==> config.mk <==
export PLATFORM = sky130hd
export DESIGN_NAME = instr_fetch_unit
export DESIGN_NICKNAME = d
export VERILOG_FILES = /design/src/rtl/instr_fetch_unit.sv
export SDC_FILE = /design/constraint.sdc
export NUM_CORES = 1
export LEC_CHECK = 0
export ABC_AREA = 1
export CAP_MARGIN = 25
export CORE_ASPECT_RATIO = 0.7
export CORE_MARGIN = 1
export CORE_UTILIZATION = 35
export CTS_BUF_LIST = sky130_fd_sc_hd__clkbuf_8
export DETAILED_ROUTE_END_ITERATION = 10
export PLACE_DENSITY_LB_ADDON = 0.05
export SYNTH_ARGS = -nofsm -noshare
export SYNTH_HDL_FRONTEND = slang
export SYNTH_SLANG_ARGS = --single-unit
==> constraint.sdc <==
create_clock -name clk -period 2.5 [get_ports clk]
set_input_delay 0.5 -clock clk [delete_from_list [all_inputs] [get_ports clk]]
set_output_delay 0.5 -clock clk [all_outputs]
set_load 0.005 [all_outputs]
==> src/rtl/instr_fetch_unit.sv <==
// instr_fetch_unit: PC, req/ack instruction fetch and IF/ID register with redirect and stall handling
module instr_fetch_unit #(
  parameter logic [31:0] RESET_PC = 32'h0000_0000
) (
  input  logic        clk,
  input  logic        rst_n,
  input  logic        stall,
  input  logic        pc_src,
  input  logic [31:0] branch_target,
  input  logic        jump,
  input  logic [25:0] jump_index,
  output logic        imem_req,
  output logic [31:0] imem_addr,
  input  logic        imem_ack,
  input  logic [31:0] imem_rdata,
  output logic        if_valid,
  output logic [31:0] if_instr,
  output logic [31:0] if_pc_plus4,
  output logic [5:0]  opcode
);
  typedef enum logic [1:0] {REQ, FULL, DROP} state_t;
  state_t state;
  logic [31:0] pc, stale_addr, buf_instr, buf_pc4, pc_plus4, target;
  logic ack, accept, redirect;
  assign pc_plus4 = pc + 32'd4;
  assign accept = !if_valid || !stall;
  assign redirect = jump || pc_src;
  assign target = jump ? {if_pc_plus4[31:28], jump_index, 2'b00} : branch_target;
  assign imem_req = rst_n && (state != FULL);
  assign imem_addr = (state == DROP) ? stale_addr : pc;
  assign ack = imem_ack && (state != FULL);
  assign opcode = if_instr[31:26];
  // fetch sequencing; a redirect flushes IF/ID and, if a fetch is still in flight, parks in DROP to swallow it
  always_ff @(posedge clk or negedge rst_n)
    if (!rst_n) begin
      state <= REQ;
      pc <= RESET_PC;
      stale_addr <= '0;
      buf_instr <= '0;
      buf_pc4 <= '0;
      {if_valid, if_instr, if_pc_plus4} <= '0;
    end else if (redirect) begin
      pc <= target;
      {if_valid, if_instr, if_pc_plus4} <= '0;
      if (state == REQ && !ack) begin
        stale_addr <= pc;
        state <= DROP;
      end else if (state != DROP || ack) state <= REQ;
    end else
      case (state)
        REQ:
          if (ack) begin
            pc <= pc_plus4;
            if (accept) {if_valid, if_instr, if_pc_plus4} <= {1'b1, imem_rdata, pc_plus4};
            else begin
              buf_instr <= imem_rdata;
              buf_pc4 <= pc_plus4;
              state <= FULL;
            end
          end else if (accept) {if_valid, if_instr, if_pc_plus4} <= '0;
        FULL:
          if (!stall) begin
            {if_valid, if_instr, if_pc_plus4} <= {1'b1, buf_instr, buf_pc4};
            state <= REQ;
          end
        DROP: if (ack) state <= REQ;
        default: state <= REQ;
      endcase
endmodule

==> impl_metrics.toml <==
[status]
status = "finished clean"

[final_layout]
most-common-layout-cells = "nand2_1 (424), dfrtp_1 (195), clkdlybuf4s50_1 (166)"
syn_to_final_growth_pct = 31.7
final_common_cell = "nand2_1"
stdcell_count = 1730
num_antenna_cells = 0
drive_above_1_share_pct = 8.89
nNetsFinal = 1457
final_util_pct = 47.7

[power_and_ir_drop]
power_frac_clock_pct = 29.7
switching_power_mw = 2.39
power_density_nw_per_um2 = 615
p_leak_nw = 5.90
swShare_pct = 31.3
p_int_mw = 5.26
ir_drop_mv = 0.338
comb_power_share_pct = 21.6
pwr-share-seq_pct = 48.6

[timing]
maxSlewViolCount = 0
rsz0062_at_grt = "no"
setup_ws_ps = 70.5
fin_crit_ps = 2430
slew_headroom_pct = 51.4
finalCritPeriodShare_pct = 97.2
fin_skew_ps = 21.6
fmax_mhz = 412
setup_viol = 0
finalHoldViolations = 0
worst_slew_pin_slew_ps = 729

[synth]
ys_ff_latch = 195
yosysSeqAreaShare_pct = 51.6
yosysUniqueCellTypes = 30
avgSynthCellArea_um2 = 8.08
synth_warnings = 0
synth_area_um2 = 9450
syn_inst = 1170
synth_nets = 1267

[global_route]
grt.busiest_layer = "met1"
grt_overflow_total = 0
grt_pass1_vias = 7778
antenna_found_initial = 0
grt_pass1_wl_um = 46600
grtUsageTotal_pct = 22.3
grt_use_met1_pct = 37.2
use_met3_pct = 4.68
use_met2_pct = 28.4
grt_max_degree = 125

[critical_path]
r2r_start = "pc[2]"
worst_ep_arrival_time_ps = 1930
path_class = "flop to primary output"
critPathMaxFanout = 12
rr_endpoint = "if_pc_plus4[16]"
reg2reg_depth = 10
r2r_slack_ps = 460
required_ps = 2000
crit_path_start = "state[1]"
worstSetupStartpointType = "flop"
worstSetupEndpointType = "primary output"
crit_end = "imem_addr[25]"

[place]
dp_cells = 1688
hpwl_um = 20900
gp_congestion = 0.874
port_buffers = 199
dp_slack_ps = 34.3

[flow_run]
max-cap-violations = 0

[clocking]
numCtsBuffers = 17
root_buffer = "clkbuf_8"
htree_levels = 4
clock_latency_ps = 480
clkTransAtPathRegs_ps = 110
cts.sinks = 195
clk_path_buf_depth = 2
cts_tree = "yes"

[routing]
routed_wl_um = 29900
drcViolationCount = 0
routed_via_density = 4.86
vias = 8406
first_pass_iters = 5
final_antenna_net_count = 0
wire_per_inst_um = 17.3
drt_iter0_drc = 671

[floorplanning]
std_cell_rows = 49
die_w_um = 198
io_pins = 200
start_util_pct = 36.2
die_h_um = 139
design.core.area_um2 = 26100
dieArea_um2 = 27700

[min_path]
hp-class = "input pin to asynchronous set/reset pin"
==> critical path, stage by stage, from the launching register on <==
cell and delay (ps):
dfrtp_1 370, inv_2 50, or2_4 330, buf_12 170
buf_4 130, a21oi_1 160, clkdlybuf4s15_1 230
==> per-layer routing <==
metal | vias to the layer above | share of wire (%)
met4 | 0 | 0.59
met5 | - | 0
met1 | 3971 | 54
li1 | 4186 | -
met2 | 238 | 39
met3 | 11 | 6.9
==> repair_timing <==
action | CTS | global route
pin swaps | 0 | 1
hold endpoints to repair | 2 | 2
buffers inserted | 1 | 4
hold buffers | 1 | 1
resized for setup | 47 | 40
endpoints found under the setup margin | 32 | 5
cloned | 1 | 1
==> power groups by stage <==
stage	Combinational [mW]	Sequential (mW)	Clock, mW
6_report	1.66	3.72	2.28
5_1_grt	1.85	3.77	2.47
4_1_cts	1.65	3.72	2.34
3_5_place_dp	1.64	3.78	0
3_3_place_gp	1.63	3.77	0
2_1_floorplan	0.777	3.73	0
==> cells by family (layout without fill, tap and decap cells) <==
logic type	count (synthesis)	count (layout)	share of synthesized area (%)
AO/OA/AOI/OAI	260	260	16.9
XOR/XNOR	12	12	1.11
adder cells (fa/ha/maj)	1	1	0.132
buffers and inverters	161	364	7.42
flip-flops	195	195	51.6
AND/OR/NAND/NOR	541	541	22.8
==> state kept, by name, summed over array words and instances (netlist names) <==
| name | cells |
|---|---|
| if_instr | 32 |
| buf_pc4 | 32 |
| if_pc_plus4 | 32 |
| buf_instr | 32 |
| stale_addr | 32 |
| pc | 32 |
| state | 2 |
| if_valid | 1 |
==> synthesized netlist by cell type <==
master / number / area [um2]
buf_6: 5 / 56.3
clkbuf_1: 31 / 116
dfrtp_1: 195 / 4880
inv_2: 4 / 15.0
nand2_1: 424 / 1590
nand4_1: 1 / 6.26
ha_1: 1 / 12.5
o21ai_1: 23 / 115
and2_1: 1 / 6.26
nand3_1: 25 / 125
inv_4: 1 / 6.26
nor2_8: 2 / 40.0
a21oi_1: 34 / 170
or2_2: 1 / 6.26
inv_1: 87 / 327
nand2_2: 3 / 18.8
buf_1: 2 / 7.51
o221ai_1: 9 / 78.8
xnor2_1: 1 / 8.76
o21ai_0: 105 / 526
xor2_1: 11 / 96.3
o211ai_1: 20 / 150
buf_4: 7 / 52.6
nor2_2: 2 / 12.5
buf_2: 24 / 120
o22ai_1: 4 / 25.0
nor2_4: 5 / 56.3
a22oi_1: 29 / 218
nor2_1: 77 / 289
a22o_1: 36 / 315
==> final cells by class <==
class | instances | area, um2
clock inverters | 15 | 200
clock buffers | 17 | 234
well taps | 357 | 447
repair buffers | 240 | 2410
flip-flops and latches | 195 | 4880
inverters | 92 | 348
multi-input cells | 814 | 3930
fillers | 2610 | 13700
==> through the flow <==
step,power [mW],hold slack (ps),cell area (um2),TNS (ps)
2_1_floorplan,4.51,204,9450,0
3_3_place_gp,5.40,319,11900,0
3_5_place_dp,5.42,318,11900,0
4_1_cts,7.71,164,12400,-659
5_1_grt,8.08,170,12400,0
6_report,7.66,98.7,12400,0
==> worst min path at each step <==
stage / start / to / slack (ps) / cells past startpoint
floorplan: rst_n / buf_instr[0] / 200 / 0
global placement: rst_n / if_instr[27] / 320 / 1
detailed placement: rst_n / if_instr[27] / 320 / 1
CTS: rst_n / buf_instr[27] / 160 / 2
global route: rst_n / buf_instr[30] / 170 / 2
finish: rst_n / if_instr[0] / 100 / 2
Power figures use the tool's default switching activity.
